--- src/rtl/bin2bcd_seq_if.sv ---
// Handshake bundle between a requester and the bin2bcd_seq converter.
// The requester drives start/bin; the converter returns bcd/busy/done/ovf.
interface bin2bcd_seq_if #(
  parameter int W      = 12,
  parameter int DIGITS = 4
);
  logic                  start;
  logic [W-1:0]          bin;
  logic [4*DIGITS-1:0]   bcd;
  logic                  busy;
  logic                  done;
  logic                  ovf;

  modport master (
    output start, bin,
    input  bcd, busy, done, ovf
  );

  modport slave (
    input  start, bin,
    output bcd, busy, done, ovf
  );
endinterface

--- src/rtl/bin2bcd_seq.sv ---
// Sequential double-dabble binary-to-BCD converter, one bit per clock.
// Optional BIN2BCD_AUTO_EN: also convert whenever bin differs from the last accepted value.
module bin2bcd_seq #(
  parameter int W      = 12,
  parameter int DIGITS = 4
) (
  input  logic          sys_clk,
  input  logic          reset,
  bin2bcd_seq_if.slave  io
);
  localparam int BW = 4 * DIGITS;
  localparam int SW = BW + W;
  localparam int CW = $clog2(W + 1);

  typedef enum logic {IDLE, SHIFT} state_e;

  state_e          state_q, state_d;
  logic [SW-1:0]   sr_q, sr_d;
  logic [CW-1:0]   cnt_q, cnt_d;
  logic            of_q, of_d;
  logic [BW-1:0]   bcd_q, bcd_d;
  logic            ovf_q, ovf_d;
  logic            done_q, done_d;
  logic            go;
  logic [SW-1:0]   adj;
  logic [SW-1:0]   shifted;
  logic            out_bit;

`ifdef BIN2BCD_AUTO_EN
  logic [W-1:0]    last_q, last_d;
  assign go = io.start | (io.bin != last_q);
`else
  assign go = io.start;
`endif

  // Add-3 correction per digit, no carry between digits.
  always_comb begin
    adj = sr_q;
    for (int i = 0; i < DIGITS; i++) begin
      if (sr_q[W+4*i +: 4] >= 4'd5)
        adj[W+4*i +: 4] = sr_q[W+4*i +: 4] + 4'd3;
    end
    out_bit = adj[SW-1];
    shifted = {adj[SW-2:0], 1'b0};
  end

  always_comb begin
    state_d = state_q;
    sr_d    = sr_q;
    cnt_d   = cnt_q;
    of_d    = of_q;
    bcd_d   = bcd_q;
    ovf_d   = ovf_q;
    done_d  = 1'b0;
`ifdef BIN2BCD_AUTO_EN
    last_d  = last_q;
`endif
    unique case (state_q)
      IDLE: begin
        if (go) begin
          sr_d    = {{BW{1'b0}}, io.bin};
          of_d    = 1'b0;
          cnt_d   = CW'(W);
          state_d = SHIFT;
`ifdef BIN2BCD_AUTO_EN
          last_d  = io.bin;
`endif
        end
      end
      SHIFT: begin
        sr_d  = shifted;
        of_d  = of_q | out_bit;
        cnt_d = cnt_q - CW'(1);
        if (cnt_q == CW'(1)) begin
          state_d = IDLE;
          bcd_d   = shifted[SW-1 -: BW];
          ovf_d   = of_q | out_bit;
          done_d  = 1'b1;
        end
      end
      default: state_d = IDLE;
    endcase
  end

  always_ff @(posedge sys_clk) begin
    if (reset) begin
      state_q <= IDLE;
      sr_q    <= '0;
      cnt_q   <= '0;
      of_q    <= 1'b0;
      bcd_q   <= '0;
      ovf_q   <= 1'b0;
      done_q  <= 1'b0;
    end else begin
      state_q <= state_d;
      sr_q    <= sr_d;
      cnt_q   <= cnt_d;
      of_q    <= of_d;
      bcd_q   <= bcd_d;
      ovf_q   <= ovf_d;
      done_q  <= done_d;
    end
  end

`ifdef BIN2BCD_AUTO_EN
  always_ff @(posedge sys_clk) begin
    if (reset) last_q <= '0;
    else       last_q <= last_d;
  end
`endif

  assign io.bcd  = bcd_q;
  assign io.ovf  = ovf_q;
  assign io.done = done_q;
  assign io.busy = (state_q == SHIFT);
endmodule

--- src/flat_wrapper.sv ---
// flat-port wrapper written by rule: the top's interface ports become plain ports
module bin2bcd_seq_flat 
#(
  parameter int W      = 12,
  parameter int DIGITS = 4
)
  (sys_clk, reset, io_start, io_bin, io_bcd, io_busy, io_done, io_ovf);
  bin2bcd_seq_if #(.W(W), .DIGITS(DIGITS)) io_i ();
  input  logic sys_clk;
  input  logic reset;
  input wire logic [$bits(io_i.start)-1:0] io_start;
  input wire logic [$bits(io_i.bin)-1:0] io_bin;
  output wire logic [$bits(io_i.bcd)-1:0] io_bcd;
  output wire logic [$bits(io_i.busy)-1:0] io_busy;
  output wire logic [$bits(io_i.done)-1:0] io_done;
  output wire logic [$bits(io_i.ovf)-1:0] io_ovf;
  assign io_i.start = io_start;
  assign io_i.bin = io_bin;
  assign io_bcd = io_i.bcd;
  assign io_busy = io_i.busy;
  assign io_done = io_i.done;
  assign io_ovf = io_i.ovf;
  bin2bcd_seq #(.W(W), .DIGITS(DIGITS)) u_core (.sys_clk(sys_clk), .reset(reset), .io(io_i));
endmodule
--- config.mk ---
export PLATFORM = sky130hd
export DESIGN_NAME = bin2bcd_seq_flat
export DESIGN_NICKNAME = d
export VERILOG_FILES = /design/src/rtl/bin2bcd_seq_if.sv /design/src/rtl/bin2bcd_seq.sv /design/src/flat_wrapper.sv
export SDC_FILE = /design/constraint.sdc
export NUM_CORES = 1
export LEC_CHECK = 0
export CAP_MARGIN = 20
export CORE_MARGIN = 5
export CORE_UTILIZATION = 60
export CTS_BUF_LIST = sky130_fd_sc_hd__clkbuf_8
export CTS_CLUSTER_DIAMETER = 150
export DETAILED_ROUTE_END_ITERATION = 10
export PLACE_DENSITY = 0.95
export SLEW_MARGIN = 20
export SYNTH_ARGS = -nofsm -noshare
export SYNTH_HDL_FRONTEND = slang
export SYNTH_SLANG_ARGS = --single-unit
--- constraint.sdc ---
create_clock -name sys_clk -period 4.05 [get_ports sys_clk]
set_input_delay 0.405 -clock sys_clk [delete_from_list [all_inputs] [get_ports sys_clk]]
set_output_delay 0.405 -clock sys_clk [all_outputs]
set_load 0.05 [all_outputs]
# Word level (Yosys, flattened, before mapping)
# Index checks and enable logic that the tools add are counted.
# Widths: inputs -> output; s select.
classes:
  add_sub_neg: 5
  order_cmp: 4
  eq_ne: 2
  muxes: 14
  bitwise_logic: 2
  n_reduce_logical: 2
op_table:
  columns: ["cell", "count"]
  rows:
  - ["$pmux 28 s2", 1]
  - ["$mux 28", 1]
  - ["$mux 4", 5]
  - ["$add 4x2->4 const B", 4]
  - ["$ge 4x3->1 const B", 4]
  - ["$pmux 4 s2", 1]
  - ["$eq 4x1->1 const B", 1]
  - ["$mux 1", 4]
  - ["$pmux 1 s2", 2]
  - ["$sub 4x1->4 const B", 1]
  - ["$ne 2x2->1 const B", 1]
  - ["$reduce_and 2->1", 1]
  - ["$reduce_or 2->1", 1]
  - ["$not 1->1", 1]
  - ["$or 1x1->1", 1]
totals:
  ff_bits: 52
  out_inout_bits: 19
  wordCells: 36

# Logic depth before layout (Yosys ltp)
logic_depth:
  ltp_word: 4
  ltp_mapped: 7

# Least setup slack after synthesis
# No wires, ideal clock.
synth_path:
  path_type: "register to register"
  from: "reg u_core.state_q, in the netlist u_core.io.busy"
  to: "reg u_core.bcd_q[10], in the netlist u_core.io.bcd[10]"
  setup_ns: 0.117
  arrival_ns: 1.474
  setup_slack_ns: 2.459
  path_stages_with_launch: 6
  n_path_buf: 2
  cell_sequence: "dfxtp_1 > buf_6 > and4bb_4 > nor2_4 > buf_4 > a22o_1"
synth_via:
  elab_chain_len: 1
synth_lines:
  columns: ["element", "line", "text"]
  rows:
  - ["start: declaration", "bin2bcd_seq.sv:17", "state_e state_q, state_d;"]
  - ["start signal: assignment", "bin2bcd_seq.sv:95", "state_q <= state_d;"]
  - ["$reduce_and 2->1 (no line)", null, null]
  - ["end signal: assignment", "bin2bcd_seq.sv:91", "bcd_q <= '0;"]
  - ["end signal: assignment", "bin2bcd_seq.sv:99", "bcd_q <= bcd_d;"]
  - ["end: declaration", "bin2bcd_seq.sv:21", "logic [BW-1:0] bcd_q, bcd_d;"]
# No other way between the ends.
# A chain may end at the register's enable or synchronous reset.

==> run metrics <==
total CTS buffers 5; ys async rst share 0%; routed length on met1 2.113 mm; Seq. cell area 1041 um2; port buffer count 33; postcts setup bufs 0; sequential fraction of the synthesis area 44.71%; Avg Synthesized Cell Area around 9 um2; pin slew with the least headroom to its limit 0.8674 ns; VDD IR-drop max slightly above 0.0003 V; R2R depth 3; Fmax achieved 496.6 MHz; Final TNS setup 0 ns; max layer used met4; reg2reg start u_core.io.busy; slack of the worst reg-to-reg path ~2.4 ns; via count 1885; routability cong. 0.7741; top cells by area, synth dfxtp_1 45%, mux2i_1 7.3%, a22o_1 6.4%; wirelength, routed between 4 and 5 mm; Synth area leader dfxtp_1; Synth top area share between 40% and 50%; CTS Hold Buffers Added 0; die area 5227 um2; Tcrit/Tclk final 49.72%; RSZ-0062 raised after global routing no; Post-synth EDFFs 0; TritonCTS clock tree yes; Residual DRC 0; Min-Delay Path Class reg -> reg; Initial Utilization a little over three fifths; n_diodes 0; num rows 22; routed wl met3 275 um; Hold WS 0.4650 ns; Worst-Skew Late Latency 0.31 ns; Avg WL per Cell approximately 15 um; leakage power 1.062 nW; CP endpoint kind flop; DR iter-0 viols 167; Post-Synthesis Net Count 276; synth warn 0; layout cells sized above 1 7.117%; Max Cap Violations 0; antenna violations before repair 0; pin count of the biggest net entering global routing 47; H-tree depth 2; Post-CTS Resized 0; Netlist cell types 29; Post-synth top flop dfxtp_1; relative slew slack 41.99%; clk root buf clkbuf_8; final setup vio count 0; Worst Skew ~0.0086 ns; Slew Viols, Final 0; Die W 72.30 um; commonest non-fill, non-tap cell in the layout dfxtp_1; Hold Crit Start u_core.io.bcd[7]; Final min period 2.014 ns; CP Launch Type input port; Ports 34; wire length of the first global-routing pass 8.349 mm; CTS sink count 52; most frequent cells in the layout 52 x dfxtp_1, 33 x clkdlybuf4s50_1, 28 x nor2_1; Final Hold Fails 0; gr usage total 20.35%; Vert. Die Dim 72.30 um; Worst EP arrival 2.27 ns; Synth Cell Area 2328 um2; number of synthesized register bits 52; gr ovfl total 0; Final ANT Viol Nets 0; Gate Count Post-Synth 251; capturing point of the worst reg2reg path u_core.sr_q[14]; DR WL met2 2.430 mm; status complete, no violations; via/cell ratio 5.729; Hold Crit Depth 2; Tot Pwr 0.9832 mW; # fillers 266; DP HPWL 3.342 mm; area of the multi-input gates 1154 um2; worst-path fanout max 21; WP data required about 4.3 ns; slack of the critical path 2.036 ns; Core ar. 3716 um2; drt pass-1 iters 5; Worst Setup SP reset; area growth from synthesis to final layout 19.02%; WS Path Type in -> reg; number of global-route vias before repair 1845; Clk pin slew, worst setup/hold paths 0.10 ns; nets@finish just over 300; Hold Path End u_core.io.bcd[7]; dpl ws 1.741 ns; CTS Buffer Depth 2; pwr/cell area 354.8 nW/um2
==> cell type report <==
cell class / instances / area share [%]
Multi-Input combinational cell: 172 / 41.63
Sequential cell: 52 / 37.56
Timing Repair Buffer: 36 / 12.73
Clock buffer: 5 / 2.483
Tap cell: 48 / 2.167
Inverter: 13 / 1.761
Clock inverter: 3 / 1.670
==> where the power goes <==
group | switching (mW) | total, mW | internal, mW
registers | 0.00799 | 0.531 | 0.524
logic | 0.0486 | 0.0884 | 0.0398
clock network | 0.177 | 0.363 | 0.186
total | 0.234 | 0.983 | 0.749
==> Yosys cell counts, types with 5 or more instances <==
| cell | number |
|---|---|
| nor3b_1 | 12 |
| nand2_1 | 10 |
| mux2i_1 | 17 |
| a22o_1 | 17 |
| nand2b_1 | 6 |
| inv_1 | 12 |
| buf_2 | 5 |
| nor2_1 | 28 |
| ha_1 | 10 |
| a21oi_1 | 25 |
| dfxtp_1 | 52 |
| nor3_1 | 5 |
| o21ai_0 | 20 |
==> sequential cells by signal, indices dropped and copies added (netlist names) <==
signal and flops:
u_core.io.bcd 16, u_core.sr_q 28, u_core.io.ovf 1, u_core.of_q 1, u_core.io.done 1, u_core.io.busy 1, u_core.cnt_q 4
==> worst max-delay path, stage by stage <==
cell and delay (ns):
clkdlybuf4s50_1 0.83, nor2b_1 0.79, a22o_1 0.24
==> cell families (layout without fill, tap and decap cells) <==
kind of cell	count (synthesis)	in the layout	synth area share [%]
flops	52	52	44.71
mux	18	18	7.791
simple gates	69	69	15.58
xor+xnor	4	4	1.504
buf+inv	27	57	5.749
compound gates	71	71	19.29
fa+ha+maj	10	10	5.373
==> how the worst max path moves through the flow <==
stage | endpoint | slack, ns | cells past startpoint
finish | u_core.sr_q[14] | 2.04 | 3
global route | u_core.io.ovf | 1.95 | 5
CTS | u_core.io.ovf | 2.09 | 5
detailed placement | u_core.io.ovf | 1.74 | 5
global placement | u_core.io.ovf | 1.84 | 5
floorplan | u_core.io.bcd[10] | 2.46 | 5
==> stage by stage <==
step / utilization [%] / area (um2) / instances
2_1_floorplan: - / 2328 / 251
3_3_place_gp: 71.48 / 2656 / 321
3_5_place_dp: 71.48 / 2656 / 321
4_1_cts: 74.58 / 2771 / 329
5_1_grt: 74.58 / 2771 / 329
6_report: 74.58 / 2771 / 329
==> metal layers <==
metal,GRT usage [%],vias to the layer above
li1,-,935
met5,0,-
met3,5.263,10
met4,8.559,0
met1,26.32,880
met2,32.15,60
Power figures use the tool's default switching activity.
